`src/rtl/forward_hazard_unit.sv`:
```
// Operand-forwarding and load-use hazard detection for a five-stage pipeline.
// Tracks the EX, MEM and WB instructions and selects bypass paths for EX operands.
module forward_hazard_unit #(
  parameter int N  = 5,
  parameter int CW = 16
) (
  input  logic          clk,
  input  logic          rst,
  input  logic          id_valid,
  input  logic [N-1:0]  Rs1Add,
  input  logic [N-1:0]  Rs2Add,
  input  logic [N-1:0]  RdAdd,
  input  logic          id_regwrite,
  input  logic          id_memread,
  input  logic          flush,
  output logic          stall,
  output logic [1:0]    fwdA,
  output logic [1:0]    fwdB,
  output logic [CW-1:0] stall_cnt
);

  logic         ex_vld_p0, ex_rw_p0, ex_mr_p0;
  logic [N-1:0] ex_rd_p0, ex_rs1_p0, ex_rs2_p0;
  logic         mem_vld_p1, mem_rw_p1, mem_mr_p1;
  logic [N-1:0] mem_rd_p1;
  logic         wb_vld_p2, wb_rw_p2, wb_mr_p2;
  logic [N-1:0] wb_rd_p2;
  logic         unused_mr;

  // x0 is hardwired, so a slot targeting it never produces a usable result
  function automatic logic writes(input logic vld, input logic rw,
                                  input logic [N-1:0] rd, input logic [N-1:0] r);
    return vld & rw & (rd == r) & (r != '0);
  endfunction

  function automatic logic [CW-1:0] sat_inc(input logic [CW-1:0] v);
    return (&v) ? v : v + CW'(1);
  endfunction

  // Load-use hazard: the loaded value is not available until the load leaves MEM
  assign stall = id_valid & ~flush & ex_mr_p0 &
                 (writes(ex_vld_p0, ex_rw_p0, ex_rd_p0, Rs1Add) |
                  writes(ex_vld_p0, ex_rw_p0, ex_rd_p0, Rs2Add));

  always_comb begin
    fwdA = 2'b00;
    fwdB = 2'b00;
    if (ex_vld_p0) begin
      if (writes(mem_vld_p1, mem_rw_p1, mem_rd_p1, ex_rs1_p0))     fwdA = 2'b01;
      else if (writes(wb_vld_p2, wb_rw_p2, wb_rd_p2, ex_rs1_p0))   fwdA = 2'b10;
      if (writes(mem_vld_p1, mem_rw_p1, mem_rd_p1, ex_rs2_p0))     fwdB = 2'b01;
      else if (writes(wb_vld_p2, wb_rw_p2, wb_rd_p2, ex_rs2_p0))   fwdB = 2'b10;
    end
  end

  // Stage boundary ID->EX->MEM->WB: control (valid bits, counter)
  always_ff @(posedge clk or posedge rst) begin
    if (rst) begin
      ex_vld_p0  <= 1'b0;
      mem_vld_p1 <= 1'b0;
      wb_vld_p2  <= 1'b0;
      stall_cnt  <= '0;
    end else begin
      ex_vld_p0  <= id_valid & ~stall & ~flush;
      mem_vld_p1 <= ex_vld_p0;
      wb_vld_p2  <= mem_vld_p1;
      if (stall) stall_cnt <= sat_inc(stall_cnt);
    end
  end

  // Stage boundary ID->EX->MEM->WB: data fields, qualified by the valid bits
  always_ff @(posedge clk) begin
    ex_rd_p0  <= RdAdd;
    ex_rs1_p0 <= Rs1Add;
    ex_rs2_p0 <= Rs2Add;
    ex_rw_p0  <= id_regwrite;
    ex_mr_p0  <= id_memread;
    mem_rd_p1 <= ex_rd_p0;
    mem_rw_p1 <= ex_rw_p0;
    mem_mr_p1 <= ex_mr_p0;
    wb_rd_p2  <= mem_rd_p1;
    wb_rw_p2  <= mem_rw_p1;
    wb_mr_p2  <= mem_mr_p1;
  end

  assign unused_mr = mem_mr_p1 ^ wb_mr_p2;

endmodule

```
`config.mk`:
```
export PLATFORM = sky130hd
export DESIGN_NAME = forward_hazard_unit
export DESIGN_NICKNAME = d
export VERILOG_FILES = /design/src/rtl/forward_hazard_unit.sv
export SDC_FILE = /design/constraint.sdc
export NUM_CORES = 1
export LEC_CHECK = 0
export ABC_AREA = 1
export ABC_CLOCK_PERIOD_IN_PS = 1630
export CORE_MARGIN = 10
export CORE_UTILIZATION = 60
export CTS_CLUSTER_DIAMETER = 50
export DETAILED_ROUTE_END_ITERATION = 8
export DONT_BUFFER_PORTS = 1
export PLACE_DENSITY = 0.78
export SLEW_MARGIN = 10
export SYNTH_ARGS = -nofsm -noshare
export SYNTH_HDL_FRONTEND = slang
export SYNTH_SLANG_ARGS = --single-unit
export TNS_END_PERCENT = 30
```
`constraint.sdc`:
```
create_clock -name clk -period 1.63 [get_ports clk]
set_input_delay 0.4075 -clock clk [delete_from_list [all_inputs] [get_ports clk]]
set_output_delay 0.4075 -clock clk [all_outputs]
set_load 0.005 [all_outputs]
```
# --- Yosys cells after proc, flatten, opt, wreduce, memory -nomap -nowiden ---
# Index checks and enable logic that the tools add are counted.
word_totals:
  ff_bits: 48
  wordCells: 56
classes:
  addsub: 1
  n_eq_ne: 6
  n_mux: 6
  n_bitwise: 24
  reduce_logical: 6
ops:
  columns: ["op", "count"]
  rows:
  - ["$eq A5 B5 Y1", 6]
  - ["$and A1 B1 Y1", 20]
  - ["$reduce_bool A5 Y1", 4]
  - ["$add A16 B1 Y16 const B", 1]
  - ["$reduce_and A16 Y1", 1]
  - ["$mux W2", 6]
  - ["$not A1 Y1", 3]
  - ["$reduce_and A2 Y1", 1]
  - ["$or A1 B1 Y1", 1]

# --- Longest topological paths before layout ---
depth:
  depth_word: 8
  depth_mapped: 11

# --- Least setup slack after synthesis ---
# Ideal clock, no wire load.
synth_timing:
  kind: "register to register"
  startpoint: "register stall_cnt[0]"
  endpoint: "register stall_cnt[10]"
  t_arrival_ns: 1.404
  t_required_ns: 1.513
  slack_ns: 0.109
  stages_incl_launch_ff: 9
  n_path_buf: 1
  synth_period_minus_slack_ns: 1.521
  cell_sequence: "dfrtp_1 -> ha_1 -> nand3_1 -> inv_2 -> nand4_4 -> nand3_4 -> buf_12 -> nand2_2 -> nand2_1"
synth_between:
  elab_chain_cells: 3
  elab_cells_between_ends: 4
synth_rtl:
  columns: ["element", "line_no", "source"]
  rows:
  - ["start: declaration", "19", "output logic [CW-1:0] stall_cnt"]
  - ["start signal: assignment", "67", "if (stall) stall_cnt <= sat_inc(stall_cnt);"]
  - ["parallel branches: the longest is 3 deep, another holds $add A16 B1 Y16", null, null]
# Parallel ways; which one is timed is not known.
# A chain may end at the register's enable or synchronous reset.

# --- Worst setup path in the final report ---
layout_timing:
  startpoint: "register ex_rs1_p0[0]"
  endpoint: "output fwdA[1]"
layout_between:
  elab_chain_cells: 6
  elab_cells_between_ends: 10
layout_rtl:
  columns: ["element", "line_no", "source"]
  rows:
  - ["start: declaration", "23", "logic [N-1:0] ex_rd_p0, ex_rs1_p0, ex_rs2_p0;"]
  - ["start signal: assignment", "74", "ex_rs1_p0 <= Rs1Add;"]
  - ["$eq A5 B5 Y1", "33", "return vld & rw & (rd == r) & (r != '0);"]
  - ["$and A1 B1 Y1 (2 in series)", "33", null]
  - ["$mux W2", "50", "else if (writes(wb_vld_p2, wb_rw_p2, wb_rd_p2, ex_rs1_p0)) fwdA = 2'b10;"]
  - ["$mux W2 *", "49", "if (writes(mem_vld_p1, mem_rw_p1, mem_rd_p1, ex_rs1_p0)) fwdA = 2'b01;"]
  - ["$mux W2 *", "48", "if (ex_vld_p0) begin"]
  - ["end: declaration", "17", "output logic [1:0] fwdA,"]
# Every way passes the cells marked *; elsewhere a longest branch is shown, timed or not.

==> impl_results.md <==
* Global placer's final weighted congestion at 0.913
* Crit path time final at 1.76 ns
* I/O Buffers at 0
* Sw Ratio at 23.8%
* Root Driver: clkbuf_8
* Critical path endpoint category: primary output
* Wire per inst at 16.4 um
* Core area at 0.00372 mm^2
* Final setup fails at 5
* Hold Slack at -0.00199 ns
* DR iter-0 viols at 230
* Finished Layout Cells at 384
* Share of cells above drive strength 1 at 30.7%
* Max Slew Vio Count at 0
* Worst hold path class: primary input to asynchronous set/reset pin
* P_leak at 1.38 nW
* GRT overflow at 0
* Chip Width at 82.6 um
* Synth cell types at 31
* Sw Pwr at 0.000578 W
* Num CTS Buffers at 5
* Initial antenna violation count at 0
* Detailed Routing Iterations Pass 1 at 5
* Main area contributors after synthesis: dfxtp_1 (25%), dfrtp_1 (20%), nand2_1 (14%), nand4_1 (6.1%), nor2_1 (5.4%)
* Final nets at 356
* Hold Vio Cnt, Final at 9
* Final Routed Wirelength at 6300 um
* Crit path kind: register to primary output
* # DRC at 0
* Data arrival, critical path at 1.36 ns
* First-pass GRT wire length at 9340 um
* # IOs at 42
* Placed wire-length estimate at 4170 um
* Vias post-DR at 2171
* Failing checks: negative hold slack, negative setup slack
* Post-Place Worst Slack at 0.0512 ns
* Clk pwr share at 40.6%
* Post-Syn Area at 0.00235 mm^2
* Final setup margin at -0.134 ns
* Number of global-route vias before repair at 1962
* Final core utilization at 77.7%
* Part of the Yosys area used for sequential elements at 44.9%
* CTS tree: done
* Seq cells post-synth at 48
* Max IR drop VDD at 0.774 mV
* Synth warn at 0
* Clk slew on worst S/H paths at 0.09 ns
* Clk_skew at 0.00653 ns
* DRT antenna net count at 0
* # Max-Cap Violations at 0
* Die Ht at 82.6 um
* RSZ-0062 raised after global routing: yes
* Syn nets at 325
* CTS max path bufs at 2
* Post-synth top area share at 24.7%
* Total Routing Usage GR at 17.7%
* Largest net degree at the start of global routing at 20
* Die area at 0.00682 mm^2
* Via density at 5.65
* Pwr Total at 0.00243 W
* Status: finished with violations
* Worst slew pin tran at 0.438 ns
* Sequential Power Share at 52.3%
* Latest clock arrival within the worst-skew pair at 0.31 ns
* Syn_area_per_cell at 7.75 um^2
* Starting Density at 63.2%
* Area delta synth->final at 22.9%
* Clock Sinks at 48
* H-tree levels at 2
* Slew HR at 70.6%
* Fmax at 567 MHz
* PD cells at 842 mW/mm^2
* Critical Path RT at 1.22 ns
* # fillers at 258
* Hold_buf cts at 0
* Logic pwr share at 7.1%
* Largest area contributor in the netlist: dfxtp_1
* Crit path launch type: register
* Int Power at 0.00185 W
* Crit path max fanout at 3
* # placed instances at 369
* Fin crit share at 108%
* Post-Synthesis Cells at 303
* Rows at 22
==> logic make-up after synthesis <==
kind of cell	Yosys count	synth area share [%]
fa+ha+maj	1	0.532
buf+inv	38	6.87
xor+xnor	20	7.45
simple gates	188	38.3
flops	48	44.9
compound gates	8	1.86
==> worst paths after layout <==
kind                       cells past startpoint            end          from  slack (ns)
setup / recovery                               5        fwdA[1]  ex_rs1_p0[0]       -0.13
min in group clk                               0   ex_rs2_p0[3]     Rs2Add[3]        0.11
setup reg to reg                              11  stall_cnt[10]   ex_rd_p0[3]        0.10
max in group asynchronous                      2  stall_cnt[13]           rst        1.42
hold / removal                                 2   stall_cnt[7]           rst      -0.002
hold reg to reg                                0    wb_rd_p2[1]  mem_rd_p1[1]        0.37
==> per-layer routing <==
metal	wire, um	up-vias	track usage, %
li1	-	1037	-
met1	2710	1028	22.6
met2	2900	96	27.3
met3	611	10	5.72
met4	79	0	6.35
met5	0	-	0
==> power by group through the flow <==
stage | Combinational, W | Sequential (W) | Clock [W]
2_1_floorplan | 0.000106 | 0.00128 | 0
3_3_place_gp | 0.000136 | 0.00129 | 0
3_5_place_dp | 0.000140 | 0.00129 | 0
4_1_cts | 0.000147 | 0.00126 | 0.000983
5_1_grt | 0.000191 | 0.00128 | 0.00105
6_report | 0.000173 | 0.00127 | 0.000986
==> worst max-delay path, cell delays in order (launching register included) <==
cell,delay [ns]
dfxtp_2,0.36
inv_2,0.05
or2_2,0.28
nand4_1,0.13
nor4_2,0.06
nor2_1,0.15
==> sequential cells by signal (all words and copies together) (netlist names), 5 cells and up <==
register and cells:
stall_cnt 16, ex_rd_p0 5, ex_rs1_p0 5, ex_rs2_p0 5, mem_rd_p1 5, wb_rd_p2 5
==> layout make-up <==
type | instances | area [um^2] | share of cell area, %
Clock buffer | 6 | 93.8 | 3.25
Multi-Input combinational cell | 218 | 1250 | 43.5
Clock inverter | 2 | 38.8 | 1.34
Timing Repair Buffer | 27 | 223 | 7.71
Tap cell | 48 | 60.1 | 2.08
Antenna cell | 1 | 2.50 | 0.0867
Sequential cell | 48 | 1090 | 37.7
Inverter | 34 | 128 | 4.42
==> cells in the final DEF, fill, tap and decap left out, drive strengths merged <==
master  count
and3        1
a21boi      1
nor4        1
nand4      25
o21ai       5
clkbuf      6
nor3b       1
inv        35
xnor2      11
buf        27
or2         2
diode       1
xor2        9
a21oi       1
bufinv      1
o22ai       1
ha          1
dfrtp      19
nor2       36
nand2      97
nor3       10
nand3      16
dfxtp      29
==> Yosys cell counts, drive strengths merged <==
library cell	instances
inv	34
o21ai	5
a21oi	1
nor2	36
nor3	10
o22ai	1
a21boi	1
nand4	25
dfrtp	19
xnor2	11
ha	1
nand2	97
xor2	9
nand3	15
dfxtp	29
clkbuf	1
nor4	1
nor3b	1
or2	2
buf	3
and3	1
==> through the flow <==
step | cell area, um^2 | TNS, ns
global route | 2890 | -0.966
CTS | 2720 | -0.542
detailed placement | 2540 | 0
floorplan | 2350 | 0
finish | 2890 | -0.585
global placement | 2540 | 0
==> what timing repair did <==
action                     in CTS  in global routing
setup endpoints to repair       5                 21
resized for setup              13                 39
cloned                          0                  1
setup buffers                   1                  4
pin swaps                       5                 12
(Power assumes the default switching activity.)
